==> src/rtl/if_id_pipe_reg_pkg.sv <==
// Shared types and constants for the IF/ID pipeline register.
// State codes and the bubble encoding live here so every file agrees on them.
package if_id_pipe_reg_pkg;

    localparam int          IFID_WIDTH     = 16;
    localparam int          IFID_CNT_WIDTH = 16;
    localparam logic [15:0] NOP            = 16'h0000;

    // 2-bit encoding; the unused codes are treated as RUN.
    typedef enum logic [1:0] {
        IFID_RUN   = 2'b00,
        IFID_STALL = 2'b01
    } ifid_state_e;

    function automatic logic is_stall_state(input ifid_state_e code);
        return code == IFID_STALL;
    endfunction

endpackage

==> src/rtl/if_id_pipe_reg_if.sv <==
// Fetch-to-decode bus. The master is the pipeline side (fetch, hazard unit,
// decode); the slave is the IF/ID register itself.
interface if_id_pipe_reg_if #(
    parameter int WIDTH = 16
);
    logic [WIDTH-1:0] IF_instr;
    logic [WIDTH-1:0] IF_pc_plus1;
    logic             IF_ID_sync_nop;
    logic             hazard_stall;
    logic             pc_write_en;
    logic [WIDTH-1:0] ID_instr;
    logic [WIDTH-1:0] ID_pc_plus1;
    logic             ID_valid;

    // No valid/ready pairing: IF_instr is valid every cycle, hazard_stall
    // back-pressures fetch via pc_write_en, and ID_valid=0 marks a bubble.
    modport master (
        output IF_instr, IF_pc_plus1, IF_ID_sync_nop, hazard_stall,
        input  pc_write_en, ID_instr, ID_pc_plus1, ID_valid
    );

    modport slave (
        input  IF_instr, IF_pc_plus1, IF_ID_sync_nop, hazard_stall,
        output pc_write_en, ID_instr, ID_pc_plus1, ID_valid
    );
endinterface

==> src/rtl/if_id_pipe_reg_sat_counter.sv <==
// Event counter that sticks at all-ones instead of wrapping.
module sat_counter #(
    parameter int CNT_WIDTH = 16
) (
    input  logic                 clk,
    input  logic                 rst,
    input  logic                 inc,
    output logic [CNT_WIDTH-1:0] count
);

    logic [CNT_WIDTH-1:0] count_q;
    logic [CNT_WIDTH-1:0] count_d;

    always_comb begin
        count_d = count_q;
        if (inc && (count_q != '1)) begin
            count_d = count_q + CNT_WIDTH'(1);
        end
    end

    always_ff @(posedge clk or posedge rst) begin
        if (rst) begin
            count_q <= '0;
        end else begin
            count_q <= count_d;
        end
    end

    assign count = count_q;

endmodule

==> src/rtl/if_id_pipe_reg.sv <==
// IF/ID pipeline register: turns flush and load-use stall requests into
// bubbles or held decode state, with a one-entry replay buffer for stalls.
module if_id_pipe_reg
    import if_id_pipe_reg_pkg::*;
#(
    parameter int               WIDTH     = IFID_WIDTH,
    parameter int               CNT_WIDTH = IFID_CNT_WIDTH,
    parameter logic [WIDTH-1:0] NOP_INSTR = WIDTH'(NOP)
) (
    input  logic                 clk,
    input  logic                 rst,
    if_id_pipe_reg_if.slave      bus,
    output logic [CNT_WIDTH-1:0] flush_count,
    output logic [CNT_WIDTH-1:0] stall_count,
    output ifid_state_e          state_dbg,
    output logic                 replay_valid_dbg
);

    ifid_state_e      state_q, state_d;
    logic [WIDTH-1:0] id_instr_q, id_instr_d;
    logic [WIDTH-1:0] id_pc_plus1_q, id_pc_plus1_d;
    logic             id_valid_q, id_valid_d;
    logic [WIDTH-1:0] replay_instr_q, replay_instr_d;
    logic [WIDTH-1:0] replay_pc_q, replay_pc_d;
    logic             replay_valid_q, replay_valid_d;
    logic             flush_inc;
    logic             stall_inc;
    logic             in_stall;

    assign in_stall = is_stall_state(state_q);

    always_comb begin
        state_d        = in_stall ? IFID_STALL : IFID_RUN;
        id_instr_d     = id_instr_q;
        id_pc_plus1_d  = id_pc_plus1_q;
        id_valid_d     = id_valid_q;
        replay_instr_d = replay_instr_q;
        replay_pc_d    = replay_pc_q;
        replay_valid_d = replay_valid_q;
        flush_inc      = 1'b0;
        stall_inc      = 1'b0;

        if (bus.IF_ID_sync_nop) begin
            // Anything buffered is on the wrong path, so it is dropped.
            id_instr_d     = NOP_INSTR;
            id_valid_d     = 1'b0;
            replay_valid_d = 1'b0;
            state_d        = IFID_RUN;
            flush_inc      = 1'b1;
        end else if (bus.hazard_stall) begin
            stall_inc = 1'b1;
            if (!in_stall) begin
                replay_instr_d = bus.IF_instr;
                replay_pc_d    = bus.IF_pc_plus1;
                replay_valid_d = 1'b1;
                state_d        = IFID_STALL;
            end
        end else if (in_stall) begin
            // The PC was frozen, so IF is re-presenting what we already hold.
            id_instr_d     = replay_instr_q;
            id_pc_plus1_d  = replay_pc_q;
            id_valid_d     = 1'b1;
            replay_valid_d = 1'b0;
            state_d        = IFID_RUN;
        end else begin
            id_instr_d    = bus.IF_instr;
            id_pc_plus1_d = bus.IF_pc_plus1;
            id_valid_d    = 1'b1;
        end
    end

    always_ff @(posedge clk or posedge rst) begin
        if (rst) begin
            state_q        <= IFID_RUN;
            id_instr_q     <= NOP_INSTR;
            id_pc_plus1_q  <= '0;
            id_valid_q     <= 1'b0;
            replay_instr_q <= '0;
            replay_pc_q    <= '0;
            replay_valid_q <= 1'b0;
        end else begin
            state_q        <= state_d;
            id_instr_q     <= id_instr_d;
            id_pc_plus1_q  <= id_pc_plus1_d;
            id_valid_q     <= id_valid_d;
            replay_instr_q <= replay_instr_d;
            replay_pc_q    <= replay_pc_d;
            replay_valid_q <= replay_valid_d;
        end
    end

    // A flush must always let the PC move to the branch target.
    assign bus.pc_write_en = ~bus.hazard_stall | bus.IF_ID_sync_nop;
    assign bus.ID_instr    = id_instr_q;
    assign bus.ID_pc_plus1 = id_pc_plus1_q;
    assign bus.ID_valid    = id_valid_q;

    assign state_dbg        = state_q;
    assign replay_valid_dbg = replay_valid_q;

    sat_counter #(.CNT_WIDTH(CNT_WIDTH)) u_flush_cnt (
        .clk   (clk),
        .rst   (rst),
        .inc   (flush_inc),
        .count (flush_count)
    );

    sat_counter #(.CNT_WIDTH(CNT_WIDTH)) u_stall_cnt (
        .clk   (clk),
        .rst   (rst),
        .inc   (stall_inc),
        .count (stall_count)
    );

endmodule

==> src/flat_wrapper.sv <==
// flat-port wrapper written by rule: the top's interface ports become plain ports
module if_id_pipe_reg_flat import if_id_pipe_reg_pkg::*;
#(
    parameter int               WIDTH     = IFID_WIDTH,
    parameter int               CNT_WIDTH = IFID_CNT_WIDTH,
    parameter logic [WIDTH-1:0] NOP_INSTR = WIDTH'(NOP)
)
  (clk, rst, flush_count, stall_count, state_dbg, replay_valid_dbg, bus_IF_instr, bus_IF_pc_plus1, bus_IF_ID_sync_nop, bus_hazard_stall, bus_pc_write_en, bus_ID_instr, bus_ID_pc_plus1, bus_ID_valid);
  if_id_pipe_reg_if #(.WIDTH(WIDTH)) bus_i ();
  input  logic clk;
  input  logic rst;
  output logic [CNT_WIDTH-1:0] flush_count;
  output logic [CNT_WIDTH-1:0] stall_count;
  output ifid_state_e state_dbg;
  output logic replay_valid_dbg;
  input wire logic [$bits(bus_i.IF_instr)-1:0] bus_IF_instr;
  input wire logic [$bits(bus_i.IF_pc_plus1)-1:0] bus_IF_pc_plus1;
  input wire logic [$bits(bus_i.IF_ID_sync_nop)-1:0] bus_IF_ID_sync_nop;
  input wire logic [$bits(bus_i.hazard_stall)-1:0] bus_hazard_stall;
  output wire logic [$bits(bus_i.pc_write_en)-1:0] bus_pc_write_en;
  output wire logic [$bits(bus_i.ID_instr)-1:0] bus_ID_instr;
  output wire logic [$bits(bus_i.ID_pc_plus1)-1:0] bus_ID_pc_plus1;
  output wire logic [$bits(bus_i.ID_valid)-1:0] bus_ID_valid;
  assign bus_i.IF_instr = bus_IF_instr;
  assign bus_i.IF_pc_plus1 = bus_IF_pc_plus1;
  assign bus_i.IF_ID_sync_nop = bus_IF_ID_sync_nop;
  assign bus_i.hazard_stall = bus_hazard_stall;
  assign bus_pc_write_en = bus_i.pc_write_en;
  assign bus_ID_instr = bus_i.ID_instr;
  assign bus_ID_pc_plus1 = bus_i.ID_pc_plus1;
  assign bus_ID_valid = bus_i.ID_valid;
  if_id_pipe_reg #(.WIDTH(WIDTH), .CNT_WIDTH(CNT_WIDTH), .NOP_INSTR(NOP_INSTR)) u_core (.clk(clk), .rst(rst), .bus(bus_i), .flush_count(flush_count), .stall_count(stall_count), .state_dbg(state_dbg), .replay_valid_dbg(replay_valid_dbg));
endmodule
==> config.mk <==
export PLATFORM = sky130hd
export DESIGN_NAME = if_id_pipe_reg_flat
export DESIGN_NICKNAME = d
export VERILOG_FILES = /design/src/rtl/if_id_pipe_reg_pkg.sv /design/src/rtl/if_id_pipe_reg_if.sv /design/src/rtl/if_id_pipe_reg_sat_counter.sv /design/src/rtl/if_id_pipe_reg.sv /design/src/flat_wrapper.sv
export SDC_FILE = /design/constraint.sdc
export NUM_CORES = 1
export LEC_CHECK = 0
export ABC_AREA = 1
export BUFFER_PORTS_ARGS = -buffer_cell sky130_fd_sc_hd__buf_2
export CORE_UTILIZATION = 40
export CTS_BUF_LIST = sky130_fd_sc_hd__clkbuf_8
export CTS_CLUSTER_SIZE = 30
export DETAILED_ROUTE_END_ITERATION = 10
export PLACE_DENSITY = 0.58
export SETUP_SLACK_MARGIN = 0.3
export SKIP_CTS_REPAIR_TIMING = 1
export SLEW_MARGIN = 15
export SYNTH_ARGS = -nofsm -noshare
export SYNTH_HDL_FRONTEND = slang
export SYNTH_HIERARCHICAL = 1
export SYNTH_SLANG_ARGS = --single-unit
==> constraint.sdc <==
create_clock -name clk -period 6.1 [get_ports clk]
set_input_delay 1.525 -clock clk [delete_from_list [all_inputs] [get_ports clk]]
set_output_delay 1.525 -clock clk [all_outputs]
set_load 0.01 [all_outputs]
# [After elaboration in Yosys (flattened, before gate mapping)]
# Cells that the tools add are included.
# Widths: inputs -> output; s select.
[totals] in_bits=36 regBits=100 output_inout_bits=69 word_cells=43
[op_classes] muxes=18 n_addsub=2 bitwise=3 n_eq_ne=5 n_reduce_logical=6
[ops] op="$mux 16" count=4
[ops] op="$add 16x1->16 const B" count=2
[ops] op="$ne 16x16->1 const B" count=2
[ops] op="$mux 1" count=10
[ops] op="$mux 2" count=4
[ops] op="$reduce_and 2->1" count=3
[ops] op="$ne 3x3->1 const B" count=1
[ops] op="$reduce_bool 3->1" count=1
[ops] op="$eq 2x1->1 const B" count=1
[ops] op="$logic_and 1x1->1" count=2
[ops] op="$ne 2x2->1 const B" count=1
[ops] op="$not 1->1" count=2
[ops] op="$or 1x1->1" count=1

# [Logic depth before layout (Yosys ltp)]
[logic_depth] ltp_word=5 mapped_depth=12 ltp_nobuf=10

# [Cells and area by module]
# Netlist, hierarchy kept.
[modules_own_cells] module="if_id_pipe_reg" area_per_inst_um2=3146.8 cells_per_inst=428 seq_area_each_um2=1676.6 instances=1
[modules_own_cells] module="sat_counter" area_per_inst_um2=1069.8 cells_per_inst=150 seq_area_each_um2=400.4 instances=2

# [Least setup slack after synthesis]
# OpenSTA, ideal clock, no wires.
[synth_path] path_type="input-to-output" start="input port bus_IF_ID_sync_nop" end="output port bus_pc_write_en" required_ns=4.575 arrival_ns=1.694 stages=2 slack_ns=2.881 path_buffers=0 path_cell_list="inv_1 -> nand2_1"
[synth_between] elab_chain_len=1
[synth_rtl] item="start, declared" line="flat_wrapper.sv:18" text="input wire logic [$bits(bus_i.IF_ID_sync_nop)-1:0] bus_IF_ID_sync_nop;"
[synth_rtl] item="$or 1x1->1" line="if_id_pipe_reg.sv:93" text="assign bus.pc_write_en = ~bus.hazard_stall | bus.IF_ID_sync_nop;"
[synth_rtl] item="end, declared" line="flat_wrapper.sv:20" text="output wire logic [$bits(bus_i.pc_write_en)-1:0] bus_pc_write_en;"
# No other way between the ends.

# [Worst setup path in the final report]
# Ends and elaborated chain as after synthesis.

==> flow_summary.json <==
{
  "end_kind": "output pin",
  "grt_overflow": 0,
  "finalCritPeriodShare": 0.585,
  "rr_worst_depth": 6,
  "io_pins": 105,
  "place_area_um2": 5900,
  "grt_pass1_vias": 4393,
  "yosys-top-cells-area": "dfrtp_1, nand2_1, nand3_1",
  "ys_seq_elements": 99,
  "antenna_found_initial": 0,
  "worstHoldPathCells": 2,
  "cp-start-kind": "input port",
  "ys_warn_count": 6,
  "final_common_cell": "nand2_1",
  "syn_avg_cell_area_um2": 7.26,
  "drt-total-wl_um": 12600,
  "syn_inst": 728,
  "worstMarginPinSlew_ps": 1070,
  "clockBufferDepth": 2,
  "hp-class": "reg2reg",
  "slew_headroom": 0.287,
  "drv_slew": 0,
  "drt_iter0_drc": 310,
  "setup_tns_ps": 0,
  "die_h_um": 117,
  "port_buffers": 103,
  "power_density_nw_per_um2": 270,
  "slowest_stage": "buf_2",
  "fillCellCount": 1299,
  "vias": 4724,
  "hold_ws_ps": 484,
  "cp_common_cell": "buf_2",
  "synth_top_area_cell": "dfrtp_1",
  "detail-route-antenna-nets": 0,
  "area_growth_pct": 15.3,
  "rsz0062_at_grt": "no",
  "hold_viol_final": 0,
  "rows": 41,
  "crit_type": "in2out",
  "clock-sinks": 99,
  "clock_latency_ps": 370,
  "wire_per_inst_um": 12.6,
  "route.detailed.drc": 0,
  "drv_cap": 0,
  "slowest_delay_ps": 180,
  "fin_crit_ps": 3570,
  "status": "finished clean",
  "fp.dieW_um": 117,
  "grt_use_total": 0.194,
  "grt_max_degree": 68,
  "final_cell_mix": "nand2_1, buf_2, dfrtp_1",
  "post-dp-hpwl_um": 8380,
  "antennaDiodeCount": 0,
  "skew_ps": 8.03,
  "worstPathMaxFanout": 7,
  "drive_above_1_share": 0.206,
  "die_area_um2": 13700,
  "routabilityCongestion": 0.776,
  "final_area_um2": 6100,
  "max_freq_mhz": 280,
  "setup_ws_ps": 2530,
  "total_power_mw": 1.64,
  "ir_worst_vdd_v": 0.000140,
  "cts_root_buf": "clkbuf_8",
  "clkSlewWorstSetupHoldPaths_ps": 100,
  "cts_tree": "built",
  "grt_pass1_wl_um": 20700,
  "numCtsBuffers": 9,
  "core_area_um2": 12800,
  "via_per_inst": 4.74,
  "setup_viol": 0,
  "initial_utilization": 0.414,
  "dr.pass1.iters": 4,
  "synth_nets": 766,
  "worstPathCellList": "buf_2, inv_1, nand2_1, buf_2",
  "synth.distinct_cells": 21,
  "power.leakage_nw": 3.38,
  "synth_top_area_frac": 0.469,
  "worstPathRequired_ps": 4580,
  "synth-seq-area-share": 0.469,
  "fin_nets": 858,
  "arrival_ps": 2040,
  "cts_max_level": 3,
  "dp_slack_ps": 2540,
  "syn_area_um2": 5290
}
## final cells by class
type                            instances  area, um^2  area share
Tap cell                              172         215      0.0353
Clock buffer                            9         124      0.0203
Inverter                               99         372      0.0609
Sequential cell                        99        2480       0.406
Timing Repair Buffer                  108         553      0.0907
Multi-Input combinational cell        503        2290       0.375
Clock inverter                          7        68.8      0.0113
## layer usage
metal / global-route usage / vias to the layer above / part of all wire / routed length [um]
li1: - / 2385 / - / -
met1: 0.255 / 2202 / 0.46 / 5820
met2: 0.318 / 126 / 0.47 / 5920
met3: 0.0407 / 11 / 0.053 / 663
met4: 0.0684 / 0 / 0.014 / 174
met5: 0 / - / 0 / 0
## stage by stage
stage,util,cells
after global routing,0.477,997
after CTS,0.477,997
after detailed placement,0.462,981
after global placement,0.462,981
final,0.477,997
after floorplan,-,728
## Yosys cell counts
library cell,number
buf_4,4
buf_2,15
dfrtp_1,99
nand4_1,10
xnor2_1,4
xor2_1,4
nand2_2,12
nand3b_1,4
nor2_1,32
nor2_4,10
nor2_2,7
inv_2,3
nand3_1,81
ha_1,2
buf_8,2
inv_1,96
o21ai_2,12
clkbuf_1,6
nand2_1,316
o21ai_1,8
conb_1,1
## registers in the layout (all words and copies together), names as in the netlist
name	count
u_core/state_dbg	1
u_core/bus.ID_instr	16
u_core/replay_pc_q	16
u_core/replay_valid_dbg	1
u_core/replay_instr_q	16
u_core/u_flush_cnt/count	16
u_core/bus.ID_pc_plus1	16
u_core/bus.ID_valid	1
u_core/u_stall_cnt/count	16
## worst paths after layout
| path | startpoint | end | slack (ps) |
|---|---|---|---|
| hold / removal | u_core/bus.ID_pc_plus1[5]$_DFFE_PP0N_ | u_core/bus.ID_pc_plus1[5]$_DFFE_PP0N_ | 480 |
| max in group asynchronous | rst | u_core/bus.ID_pc_plus1[3]$_DFFE_PP0N_ | 4100 |
| min in group asynchronous | rst | u_core/u_stall_cnt/count[1]$_DFFE_PP0P_ | 1250 |
| setup / recovery | bus_IF_ID_sync_nop | bus_pc_write_en | 2530 |
| setup reg to reg | u_core/state_dbg[0]$_DFFE_PP0P_ | u_core/replay_instr_q[7]$_DFFE_PP0N_ | 3910 |
| hold reg to reg | u_core/bus.ID_pc_plus1[5]$_DFFE_PP0N_ | u_core/bus.ID_pc_plus1[5]$_DFFE_PP0N_ | 480 |
## power breakdown
group	switching [mW]	internal, mW	total, mW	leakage, nW
clock	0.242	0.189	0.431	0.101
combinational	0.229	0.145	0.374	2.02
sequential	0.0884	0.750	0.838	1.26
## logic make-up (layout without fill, tap and decap cells)
kind of cell / Yosys count / after routing / share of synthesized area
fa+ha+maj: 2 / 2 / 0.00473
flops: 99 / 99 / 0.469
compound gates: 20 / 20 / 0.0275
other cells: 1 / 1 / 0.000709
buf+inv: 126 / 223 / 0.100
xor+xnor: 8 / 8 / 0.0133
simple gates: 472 / 472 / 0.385
## worst max-delay path, delay by kind of cell
| kind | cells | cell delay, ps |
|---|---|---|
| AND/OR/NAND/NOR | 1 | 100 |
| buffers and inverters | 3 | 410 |
Power figures use the tool's default switching activity.
